<file path="config.mk">
export PLATFORM = sky130hd
export DESIGN_NAME = fpnew_lane_sequencer
export DESIGN_NICKNAME = d
export VERILOG_FILES = /design/src/rtl/fpnew_lane_sequencer.sv
export SDC_FILE = /design/constraint.sdc
export NUM_CORES = 1
export LEC_CHECK = 0
export BUFFER_PORTS_ARGS = -buffer_cell sky130_fd_sc_hd__buf_2
export CORE_MARGIN = 3
export CORE_UTILIZATION = 52
export DETAILED_ROUTE_END_ITERATION = 10
export GPL_TIMING_DRIVEN = 0
export PLACE_DENSITY = 0.89
export SLEW_MARGIN = 20
export SYNTH_ARGS = -nofsm -noshare
export SYNTH_HDL_FRONTEND = slang
export SYNTH_SLANG_ARGS = --single-unit
export TNS_END_PERCENT = 10
</file>
<file path="constraint.sdc">
create_clock -name clk_i -period 2.83 [get_ports clk_i]
set_input_delay 0.1415 -clock clk_i [delete_from_list [all_inputs] [get_ports clk_i]]
set_output_delay 0.1415 -clock clk_i [all_outputs]
set_load 0.01 [all_outputs]
</file>
<file path="src/rtl/fpnew_lane_sequencer.sv">
// fpnew_lane_sequencer: runs a packed SIMD FP op one lane at a time through a single scalar lane unit
// Ports: clk_i/rst_ni (sync active-low), flush_i aborts the op and is echoed on lane_flush_o.
//   in_*    : upstream op (operands, vectorial, mask, tag) with valid/ready.
//   lane_*_o: per-lane issue (operands, mask, valid) plus result-side ready.
//   lane_*_i: lane unit ready, result, status, ext bit, valid.
//   result_o/status_o/extension_bit_o/tag_o/out_valid_o/out_ready_i: reassembled result; busy_o = op held.
module fpnew_lane_sequencer #(
  parameter int unsigned Width       = 64,
  parameter int unsigned FpWidth     = 16,
  parameter int unsigned NumOperands = 3,
  parameter int unsigned TagWidth    = 1,
  localparam int unsigned NumLanes   = Width / FpWidth
) (
  input  logic                           clk_i,
  input  logic                           rst_ni,
  input  logic                           flush_i,
  input  logic [NumOperands*Width-1:0]   in_operands_i,
  input  logic                           in_vectorial_i,
  input  logic [NumLanes-1:0]            in_mask_i,
  input  logic [TagWidth-1:0]            in_tag_i,
  input  logic                           in_valid_i,
  output logic                           in_ready_o,
  output logic [NumOperands*FpWidth-1:0] lane_operands_o,
  output logic                           lane_mask_o,
  output logic                           lane_valid_o,
  input  logic                           lane_ready_i,
  output logic                           lane_flush_o,
  input  logic [FpWidth-1:0]             lane_result_i,
  input  logic [4:0]                     lane_status_i,
  input  logic                           lane_ext_bit_i,
  input  logic                           lane_valid_i,
  output logic                           lane_ready_o,
  output logic [Width-1:0]               result_o,
  output logic [4:0]                     status_o,
  output logic                           extension_bit_o,
  output logic [TagWidth-1:0]            tag_o,
  output logic                           out_valid_o,
  input  logic                           out_ready_i,
  output logic                           busy_o
);
  localparam int unsigned CW = $clog2(NumLanes + 1);
  localparam int unsigned LW = NumLanes > 1 ? $clog2(NumLanes) : 1;
  typedef enum logic [1:0] {IDLE, RUN, DONE} state_e;
  state_e                       state_q, state_d;
  logic [NumOperands*Width-1:0] ops_q, ops_d;
  logic                         vec_q, vec_d;
  logic [NumLanes-1:0]          mask_q, mask_d;
  logic [TagWidth-1:0]          tag_q, tag_d;
  logic [CW-1:0]                iss_q, iss_d, ret_q, ret_d, n;
  logic [Width-1:0]             res_q, res_d;
  logic [4:0]                   st_q, st_d;
  logic                         ext_q, ext_d;
  logic [LW-1:0]                iss_sel, ret_sel;
  logic                         live, accept, ret_fire;
  // Handshakes are suppressed on flush and reset cycles so nothing is half-accepted.
  assign live         = rst_ni & ~flush_i;
  assign n            = vec_q ? CW'(NumLanes) : CW'(1);
  assign iss_sel      = iss_q[LW-1:0];
  assign ret_sel      = ret_q[LW-1:0];
  assign lane_valid_o = live & (state_q == RUN) & (iss_q < n);
  assign lane_ready_o = live & (state_q == RUN);
  assign in_ready_o   = live & ((state_q == IDLE) | ((state_q == DONE) & out_ready_i));
  assign accept       = in_valid_i & in_ready_o;
  assign ret_fire     = lane_ready_o & lane_valid_i & (ret_q < n);
  assign lane_flush_o = flush_i;
  assign lane_mask_o  = mask_q[iss_sel];
  assign out_valid_o  = state_q == DONE;
  assign busy_o       = state_q != IDLE;
  assign status_o     = st_q;
  assign extension_bit_o = ext_q;
  assign tag_o        = tag_q;
  always_comb begin
    lane_operands_o = '0;
    for (int j = 0; j < NumOperands; j++)
      lane_operands_o[j*FpWidth +: FpWidth] = ops_q[j*Width + iss_sel*FpWidth +: FpWidth];
  end
  // Scalar ops NaN-box / sign-extend the upper slots with the lane-0 ext bit.
  for (genvar g = 0; g < NumLanes; g++) begin : g_slot
    assign result_o[g*FpWidth +: FpWidth] = (g == 0 || vec_q) ? res_q[g*FpWidth +: FpWidth] : {FpWidth{ext_q}};
  end
  always_comb begin
    state_d = state_q;
    ops_d   = ops_q;
    vec_d   = vec_q;
    mask_d  = mask_q;
    tag_d   = tag_q;
    iss_d   = iss_q;
    ret_d   = ret_q;
    res_d   = res_q;
    st_d    = st_q;
    ext_d   = ext_q;
    if (lane_valid_o && lane_ready_i) iss_d = iss_q + CW'(1);
    if (ret_fire) begin
      res_d[ret_sel*FpWidth +: FpWidth] = lane_result_i;
      st_d  = mask_q[ret_sel] ? st_q | lane_status_i : st_q;
      ext_d = ret_q == '0 ? lane_ext_bit_i : ext_q;
      ret_d = ret_q + CW'(1);
      state_d = ret_q == n - CW'(1) ? DONE : state_q;
    end
    if (state_q == DONE && out_ready_i) state_d = IDLE;
    if (accept) begin
      state_d = RUN;
      ops_d   = in_operands_i;
      vec_d   = in_vectorial_i;
      mask_d  = in_mask_i;
      tag_d   = in_tag_i;
      iss_d   = '0;
      ret_d   = '0;
      st_d    = '0;
      ext_d   = 1'b0;
    end
    if (flush_i) begin
      state_d = IDLE;
      iss_d   = '0;
      ret_d   = '0;
      res_d   = '0;
      st_d    = '0;
      ext_d   = 1'b0;
    end
  end
  always_ff @(posedge clk_i) begin
    if (!rst_ni) begin
      state_q <= IDLE;
      ops_q   <= '0;
      vec_q   <= 1'b0;
      mask_q  <= '0;
      tag_q   <= '0;
      iss_q   <= '0;
      ret_q   <= '0;
      res_q   <= '0;
      st_q    <= '0;
      ext_q   <= 1'b0;
    end else begin
      state_q <= state_d;
      ops_q   <= ops_d;
      vec_q   <= vec_d;
      mask_q  <= mask_d;
      tag_q   <= tag_d;
      iss_q   <= iss_d;
      ret_q   <= ret_d;
      res_q   <= res_d;
      st_q    <= st_d;
      ext_q   <= ext_d;
    end
  end
  a_lane_ret: assert property (@(posedge clk_i) disable iff (!rst_ni || flush_i)
    lane_valid_i |-> (lane_ready_o && ret_q < n));
endmodule

</file>
Word-level counts from Yosys, hierarchy flattened
Index checks and enable logic that the tools add are counted.
{ "classes": {"reduce_logical": 14, "add_sub_neg": 6, "mux": 13, "n_shift": 5, "n_lt_le_gt_ge": 4, "n_bitwise": 12, "eq_ne": 3} }
{ "ops": {"columns": ["cell", "count"], "rows": [
  ["indexed part select 192 x 10 -> 16 bit", 1],
  ["indexed part select 192 x 7 -> 16 bit", 1],
  ["indexed part select 192 x 9 -> 16 bit", 1],
  ["bitwise mux 64 bit", 1],
  ["variable shift 16 x 34 -> 64 bit (first input constant)", 1],
  ["indexed part select 16 x 34 -> 64 bit", 1],
  ["2-to-1 mux 16 bit", 3],
  ["negation 6 -> 34 bit", 1],
  ["adder 8 x 6 -> 9 bit (first input constant)", 1],
  ["adder 7 x 6 -> 8 bit (first input constant)", 1],
  ["bitwise AND 1 bit", 8],
  ["AND reduction 2 bit", 4],
  ["adder 3 x 1 -> 3 bit (second input constant)", 2],
  ["< comparator 2 x 3 -> 1 bit (second input constant)", 2],
  ["< comparator 3 bit", 2],
  ["2-to-1 mux 1 bit", 6],
  ["nonzero test 3 bit", 2],
  ["OR 5 bit", 1],
  ["binary-select mux 1 bit (select 2 bit)", 2],
  ["OR reduction 4 bit", 1],
  ["equality test 3 bit", 1],
  ["zero test 3 bit", 1],
  ["2-to-1 mux 3 bit", 1],
  ["OR reduction 3 bit", 1],
  ["9 further kinds", 11]
]} }
{ "totals": {"inputBits": 227, "ff_bits": 276, "output_inout_bits": 126, "elab_cells": 68} }

Depth between registers and ports, before layout
Gate-level depths: netlist (run 1).
{ "logic_depth": {"depth_word": 8, "ltp_mapped": 9, "depth_no_buf": 6} }

Worst setup path before layout (run 1)
No wires, ideal clock.
{ "synth_timing": {"path_type": "register to register", "from": "register ret_q[0]", "to": "register res_q[10]", "setup_ns": 0.059, "path_buffers": 1, "arrival_ns": 2.011, "required_ns": 2.771, "path_stages_with_launch": 8, "synth_period_minus_slack_ns": 2.070, "path_slack_ns": 0.760, "cell_sequence": "dfxtp_1 > inv_1 > ha_1 > or4b_1 > nor2_2 > buf_2 > nand3_1 > nand2_1"} }
{ "synth_via": {"elab_chain_len": 3, "elab_cells_between_ends": 6, "classes_between": "add/sub (1); order compare (1); shift (2); mux (1); bitwise (1)"} }
{ "synth_rtl": {"columns": ["item", "line", "rtl"], "rows": [
  ["start: declaration", "49", "logic [CW-1:0] iss_q, iss_d, ret_q, ret_d, n;"],
  ["start signal: assignment", "140", "ret_q <= ret_d;"],
  ["negation 6 -> 34 bit", "94", "res_d[ret_sel*FpWidth +: FpWidth] = lane_result_i;"],
  ["indexed part select 16 x 34 -> 64 bit / variable shift 16 x 34 -> 64 bit (equally long branches)", "94", null],
  ["bitwise mux 64 bit", "94", null],
  ["end signal: assignment", "141", "res_q <= res_d;"],
  ["end: declaration", "50", "logic [Width-1:0] res_q, res_d;"]
]} }
Parallel ways exist; a longest one is shown, timed or not.
A chain may end at the register's enable or synchronous reset.

Final worst setup path (run 1)
{ "layout_timing": {"from": "register iss_q[1]", "to": "output lane_operands_o[11]"} }
{ "layout_via": {"elab_chain_len": 1} }
{ "layout_rtl": {"columns": ["item", "line", "rtl"], "rows": [
  ["start: declaration", "49", null],
  ["start signal: assignment", "139", "iss_q <= iss_d;"],
  ["indexed part select 192 x 7 -> 16 bit", "75", "lane_operands_o[j*FpWidth +: FpWidth] = ops_q[j*Width + iss_sel*FpWidth +: FpWidth];"],
  ["end: declaration", "23", "output logic [NumOperands*FpWidth-1:0] lane_operands_o,"]
]} }
No other way between the ends.

==> flow_metrics.env, run 1 <==
export IMPL_grt_usage_pct=43.3
export IMPL_drc=48
export IMPL_fin_ws_ns=-0.0150
export IMPL_rsz0062_at_grt="no"
export IMPL_synth_async_reset_ratio_pct=0
export IMPL_synth_xor_area_share_pct=0.297
export IMPL_critical_path_required_ns=2.69
export IMPL_synthToLayoutAreaGrowth_pct=45.2
export IMPL_slew_limit_headroom_pct=29.2
export IMPL_antenna_left=0
export IMPL_synth_fp_nets=1627
export IMPL_synth_area_leaders="dfxtp_1 47%, nand2_1 17%, mux4_2 9.6%"
export IMPL_grt_pass1_wl_um=81700
export IMPL_crit_type="reg2out"
export IMPL_synth_cell_types=42
export IMPL_cp_end_kind="primary output"
export IMPL_syn_inst=1390
export IMPL_cts_buffers=29
export IMPL_clock_sinks=276
export IMPL_grt_overflow=0
export IMPL_fin_crit_sh_pct=101
export IMPL_use_met1_pct=47.7
export IMPL_drt_iter0_drc=2000
export IMPL_placed_cells=2021
export IMPL_worstPathArrival_ns=2.70
export IMPL_grt_pass1_vias=14600
export IMPL_hold_path_class="in2reg"
export IMPL_post_route_min_period_ns=2.85
export IMPL_grt_use_met2_pct=70.6
export IMPL_yosys_cell_count_top_type="nand2_1"
export IMPL_cts_tree="yes"
export IMPL_grt_use_met3_pct=13.9
export IMPL_syn_avg_cell_area_um2=8.47
export IMPL_synth_edf_count=0
export IMPL_grt_max_degree=15
export IMPL_synth_compound_area_share_pct=13.4
export IMPL_dr_pass1_iters=11
export IMPL_max_freq_mhz=351
export IMPL_clockBufferDepth=3
export IMPL_viasPerCell=6.24
export IMPL_synth_ff_type="dfxtp_1"
export IMPL_portBuffers=351
export IMPL_layout_drive_gt1_share_pct=27.1
export IMPL_core_area_um2=22000
export IMPL_wl_per_cell_um=24.0
export IMPL_dp_final_hpwl_um=30200
export IMPL_dieArea_um2=24500
export IMPL_yosys_area_share_simple_pct=22.2
export IMPL_worst_pin_slew_ns=1.06
export IMPL_synthAdderAreaFrac_pct=1.06
export IMPL_fin_cells=2303
export IMPL_ys_seq_area_share_pct=46.9
export IMPL_p_per_area_nw_per_um2=525
export IMPL_dpl_cell_area_um2=13900
export IMPL_die_x_um=157
export IMPL_synth_top_cell_by_area="dfxtp_1"
export IMPL_synthMuxAreaShare_pct=9.81
export IMPL_vias=14400
export IMPL_fp_dieH_um=157
export IMPL_synth_top_family_by_area="simple AND/OR/NAND/NOR gates"
export IMPL_vdd_ir_drop_max_uv=437
export IMPL_post_cts_buffers=0
export IMPL_finalHoldViolCount=0
export IMPL_synth_area_um2=11800
export IMPL_rows=54
export IMPL_skew_ns=0.0385
export IMPL_leakage_nw=7.27
export IMPL_gp_congestion=0.962
export IMPL_routed_wl_um=55200
export IMPL_cts_root_buf="clkbuf_16"
export IMPL_htreeDepth=1
export IMPL_path_clk_slew_ns=0.06
export IMPL_insertion_delay_ns=0.57
export IMPL_yosys_warnings=0
export IMPL_status="complete, but fails checks"
export IMPL_slew_violations=0
export IMPL_synthDominantCellAreaShare_pct=46.9
export IMPL_cp_start_kind="flop"
export IMPL_final_cell_area_um2=17100
export IMPL_setup_viol=3
export IMPL_initial_core_util_pct=53.5
export IMPL_num_io_pins=353
export IMPL_synth_seq_cells=276
export IMPL_violations="design-rule violations, negative setup slack"
export IMPL_cap_violations=0
export IMPL_crit_fanout=10
export IMPL_yosys_top_cells_count="520 x nand2_1, 276 x dfxtp_1, 189 x a21oi_1, 81 x nand3_1, 54 x clkbuf_1"
export IMPL_top_usage_layer="met2"
export IMPL_antenna_found_initial=8
export IMPL_final_nets=2234
-- layer usage --
layer	vias to the layer above	routed length (µm)
li1	5898	-
met3	517	7650
met2	1494	24900
met4	4	5120
met1	6450	17500
met5	-	60
-- timing repair --
item,in CTS,in global routing
endpoints found under the setup margin,0,20
hold buffers,225,0
hold endpoints to repair,259,0
resized for setup,0,3
-- flip-flops by register name, indices dropped and copies added, names as in the netlist --
register	cells
status_o	5
mask_q	4
ops_q	192
iss_q	3
state_q	2
tag_o	1
res_q	64
extension_bit_o	1
ret_q	3
vec_q	1
-- placed cells by master (no fill, tap or decap), types with 4 or more instances in the layout --
cell type,Yosys,layout
buf_6,12,12
mux4_2,50,50
nor2b_1,4,4
dfxtp_1,276,276
buf_4,21,21
nand2_2,10,10
nand2b_1,4,4
o31ai_1,51,51
nand2_1,520,520
clkbuf_16,0,29
dlygate4sd3_1,0,225
nor2_1,6,6
buf_2,37,388
buf_1,8,7
o2111ai_2,4,4
ha_1,10,10
clkbuf_8,0,4
clkinv_2,0,6
a21oi_1,189,189
diode_2,0,7
nand3_1,81,81
a21oi_2,10,10
inv_1,6,6
a22o_1,5,5
clkbuf_1,54,59
-- path summary, 6_finish.rpt --
check,start,endpoint,slack [ns],depth (start not counted)
setup / recovery,iss_q[1],lane_operands_o[11],-0.02,4
setup reg to reg,ret_q[0],res_q[8],0.24,7
hold reg to reg,ops_q[167],ops_q[167],0.45,2
hold / removal,flush_i,state_q[1],0.05,3
-- cell type report --
| class | count | area (µm²) |
|---|---|---|
| plain buffers | 132 | 713 |
| inverters | 8 | 30.0 |
| flip-flops and latches | 276 | 5530 |
| multi-input cells | 974 | 5510 |
| clock inverters | 11 | 138 |
| clock buffers | 39 | 803 |
| diodes | 7 | 17.5 |
| fillers | 1275 | 4930 |
| well taps | 280 | 350 |
| repair buffers | 576 | 4010 |
-- through the flow --
stage	util, %	hold WS [ns]	worst slack [ns]	TNS, ns	total power [mW]
final	77.6	0.0506	-0.0150	-0.0418	8.99
after global routing	77.6	0.0730	0.0185	0	9.10
after global placement	63.0	0.352	0.345	0	4.74
after CTS	77.5	0.0328	0.123	0	8.72
after detailed placement	63.0	0.360	0.295	0	4.75
after floorplan	-	0.264	0.760	0	4.42
-- logic make-up after synthesis --
logic type               count (synthesis)
buffers and inverters                  140
AND/OR/NAND/NOR                        640
flip-flops                             276
adder cells (fa/ha/maj)                 10
AO/OA/AOI/OAI                          267
XOR/XNOR                                 4
multiplexers                            53
-- worst max-delay path, cell delays in order (launching register included) --
cell      delay, ns
dfxtp_1        0.35
clkbuf_1       0.32
clkbuf_1       0.84
mux4_2         0.48
buf_2          0.18
-- power by group --
part	internal, mW	leakage, nW	switching, mW
clock	2.26	0.468	1.69
sequential	3.98	2.24	0.0721
combinational	0.475	4.57	0.517
total	6.71	7.27	2.28
No activity file was read; power rests on OpenSTA's default activity.
==> inputs of run 2 (changes only) <==
--- a/config.mk
+++ b/config.mk
@@ -7,10 +7,10 @@
 export LEC_CHECK = 0
 export BUFFER_PORTS_ARGS = -buffer_cell sky130_fd_sc_hd__buf_2
 export CORE_MARGIN = 3
-export CORE_UTILIZATION = 52
+export CORE_UTILIZATION = 47
 export DETAILED_ROUTE_END_ITERATION = 10
 export GPL_TIMING_DRIVEN = 0
-export PLACE_DENSITY = 0.89
+export PLACE_DENSITY = 0.86
 export SLEW_MARGIN = 20
 export SYNTH_ARGS = -nofsm -noshare
 export SYNTH_HDL_FRONTEND = slang
==> constraint.sdc (replaced) <==
create_clock -name clk_i -period 2.57 [get_ports clk_i]
set_input_delay 0.1285 -clock clk_i [delete_from_list [all_inputs] [get_ports clk_i]]
set_output_delay 0.1285 -clock clk_i [all_outputs]
set_load 0.01 [all_outputs]
==> run 2 against run 1 <==
The run ends with negative setup slack left. Register-to-register slack worse by 0.17 ns. Sequential power is 10% higher. Clock-buffer cell count is 4 higher. Combinational power is 9.9% higher. Sequential cell count stayed put. Total power grew 9.6%. Clock power grew 9.1%. Via count is 0.64% lower. First-iteration DRC count shrank 9.4%. Clock skew is 0.0091 ns lower. Critical path type unchanged. Critical endpoint is now lane_operands_o[13]. Largest cell class unchanged. Highest routed layer unchanged.
==> flow_metrics.env, run 2 (synthesis gave the netlist of run 1 again) <==
export IMPL_status="complete, but fails checks"
export IMPL_violations="negative setup slack"
export IMPL_slew_limit_headroom_pct=44.9
export IMPL_regMostFlops="ops_q"
export IMPL_crit_fanout=10
export IMPL_seqPwrFrac_pct=45.2
export IMPL_swShare_pct=25.0
export IMPL_fin_cells=2352
export IMPL_dpl_cell_area_um2=13900
export IMPL_grt_max_degree=15
export IMPL_cap_violations=0
export IMPL_fillCellCount=1603
export IMPL_grt_pass1_vias=14500
export IMPL_rsz0062_at_grt="yes"
export IMPL_num_io_pins=353
export IMPL_insertion_delay_ns=0.57
export IMPL_p_int_mw=7.39
export IMPL_cpMaxStageDelayCell="mux4_2"
export IMPL_p_sw_mw=2.46
export IMPL_grt_overflow=0
export IMPL_cts_root_buf="clkbuf_16"
export IMPL_slew_violations=0
export IMPL_crit_type="reg2out"
export IMPL_portBuffers=351
export IMPL_grt_pass1_wl_um=83600
export IMPL_layout_common_cells="520 x nand2_1, 384 x buf_2, 274 x dfxtp_1, 225 x dlygate4sd3_1, 189 x a21oi_1"
export IMPL_fin_crit_sh_pct=101
export IMPL_slowest_delay_ns=0.70
export IMPL_htreeDepth=1
export IMPL_grt_usage_pct=41.2
export IMPL_routed_wl_um=55600
export IMPL_pwr_share_comb_pct=11.0
export IMPL_path_buf_inv=3
export IMPL_final_cell_area_um2=17200
export IMPL_setup_viol=2
export IMPL_clockBufferDepth=3
export IMPL_fin_ws_ns=-0.0186
export IMPL_worst_pin_slew_ns=0.826
export IMPL_r2r_start="ret_q[0]"
export IMPL_initial_core_util_pct=48.2
export IMPL_antenna_found_initial=13
export IMPL_worstPathArrival_ns=2.46
export IMPL_dieArea_um2=27000
export IMPL_skew_ns=0.0295
export IMPL_viasPerCell=6.07
export IMPL_startpoint="iss_q[0]"
export IMPL_die_x_um=164
export IMPL_drc=0
export IMPL_clkPwrFrac_pct=43.7
export IMPL_cts_tree="yes"
export IMPL_layout_drive_gt1_share_pct=27.8
export IMPL_cts_buffers=28
export IMPL_vdd_ir_drop_max_uv=420
export IMPL_drt_iter0_drc=1813
export IMPL_core_area_um2=24500
export IMPL_wl_per_cell_um=23.7
export IMPL_largest_reg_flops=192
export IMPL_vias=14300
export IMPL_path_clk_slew_ns=0.06
export IMPL_gp_congestion=0.906
export IMPL_final_nets=2232
export IMPL_cp_start_kind="flop"
export IMPL_hold_path_class="in2reg"
export IMPL_synthToLayoutAreaGrowth_pct=46.2
export IMPL_place_ws_ns=0.0387
export IMPL_crit_chain="clkbuf_1 > buf_4 > mux4_2 > buf_2"
export IMPL_max_freq_mhz=386
export IMPL_rows=57
export IMPL_fp_dieH_um=164
export IMPL_dr_pass1_iters=9
export IMPL_p_per_area_nw_per_um2=572
export IMPL_dp_final_hpwl_um=29800
export IMPL_cp_end_kind="primary output"
export IMPL_hp_start="lane_ready_i"
export IMPL_cp_top_family="buffers and inverters"
export IMPL_antenna_left=0
export IMPL_critical_path_required_ns=2.44
export IMPL_layout_commonest_cell="nand2_1"
export IMPL_leakage_nw=7.29
export IMPL_clock_sinks=276
export IMPL_finalHoldViolCount=0
export IMPL_placed_cells=2065
export IMPL_post_route_min_period_ns=2.59
[run 2: changes by cell type in the layout (fill, tap and decap cells not counted), sizes merged]
cell	before	now
inv	10	8
buf	428	426
clkinv	6	3
bufinv	3	2
clkinvlp	0	2
diode	7	13
clkbuf	94	99
[run 2: power groups by stage]
stage	clock network (mW)	logic, mW	registers (mW)
global placement	0	0.684	4.53
finish	4.31	1.09	4.46
detailed placement	0	0.696	4.53
global route	4.46	1.14	4.46
CTS	4.22	0.965	4.44
floorplan	0	0.355	4.51
[run 2: worst min-delay path, stage by stage]
cell and delay (ns):
buf_2 0.10, nor4b_2 0.17, nand2_1 0.06, o21ai_0 0.06
[run 2: final timing paths]
check / to / slack (ns) / depth (start not counted)
max: lane_operands_o[13] / -0.02 / 4
min: iss_q[1] / 0.04 / 4
max reg2reg: res_q[7] / 0.07 / 7
min reg2reg: ops_q[98] / 0.45 / 2
[run 2: stage by stage]
stage	TNS (ns)	hold slack (ns)	total power, mW	util (%)
floorplan	0	0.251	4.86	-
global placement	0	0.347	5.21	57.0
detailed placement	0	0.349	5.23	57.0
CTS	0	0.0217	9.62	70.1
global route	-0.200	0.0578	10.1	70.3
finish	-0.0349	0.0357	9.85	70.4
[run 2: layout make-up]
type | count | area [µm²] | area share (%)
inverters | 8 | 30.0 | 0.174
repair buffers | 576 | 4010 | 23.3
plain buffers | 131 | 734 | 4.26
clock inverters | 7 | 101 | 0.588
diodes | 13 | 32.5 | 0.189
multi-input cells | 974 | 5530 | 32.1
clock buffers | 43 | 857 | 4.98
well taps | 324 | 405 | 2.35
flip-flops and latches | 276 | 5530 | 32.1
[run 2: what timing repair did]
item / in CTS / in global routing
hold buffers: 225 / 0
endpoints found under the setup margin: 48 / 82
hold endpoints to repair: 259 / 0
gates cloned: 0 / 0
resized for setup: 4 / 26
setup buffers: 0 / 0
[run 2: per-layer routing]
metal	GRT usage [%]	part of all wire [%]
met4	28.9	9.5
met2	63.8	45
met1	44.9	32
met3	17.8	14
met5	5.68	0.38
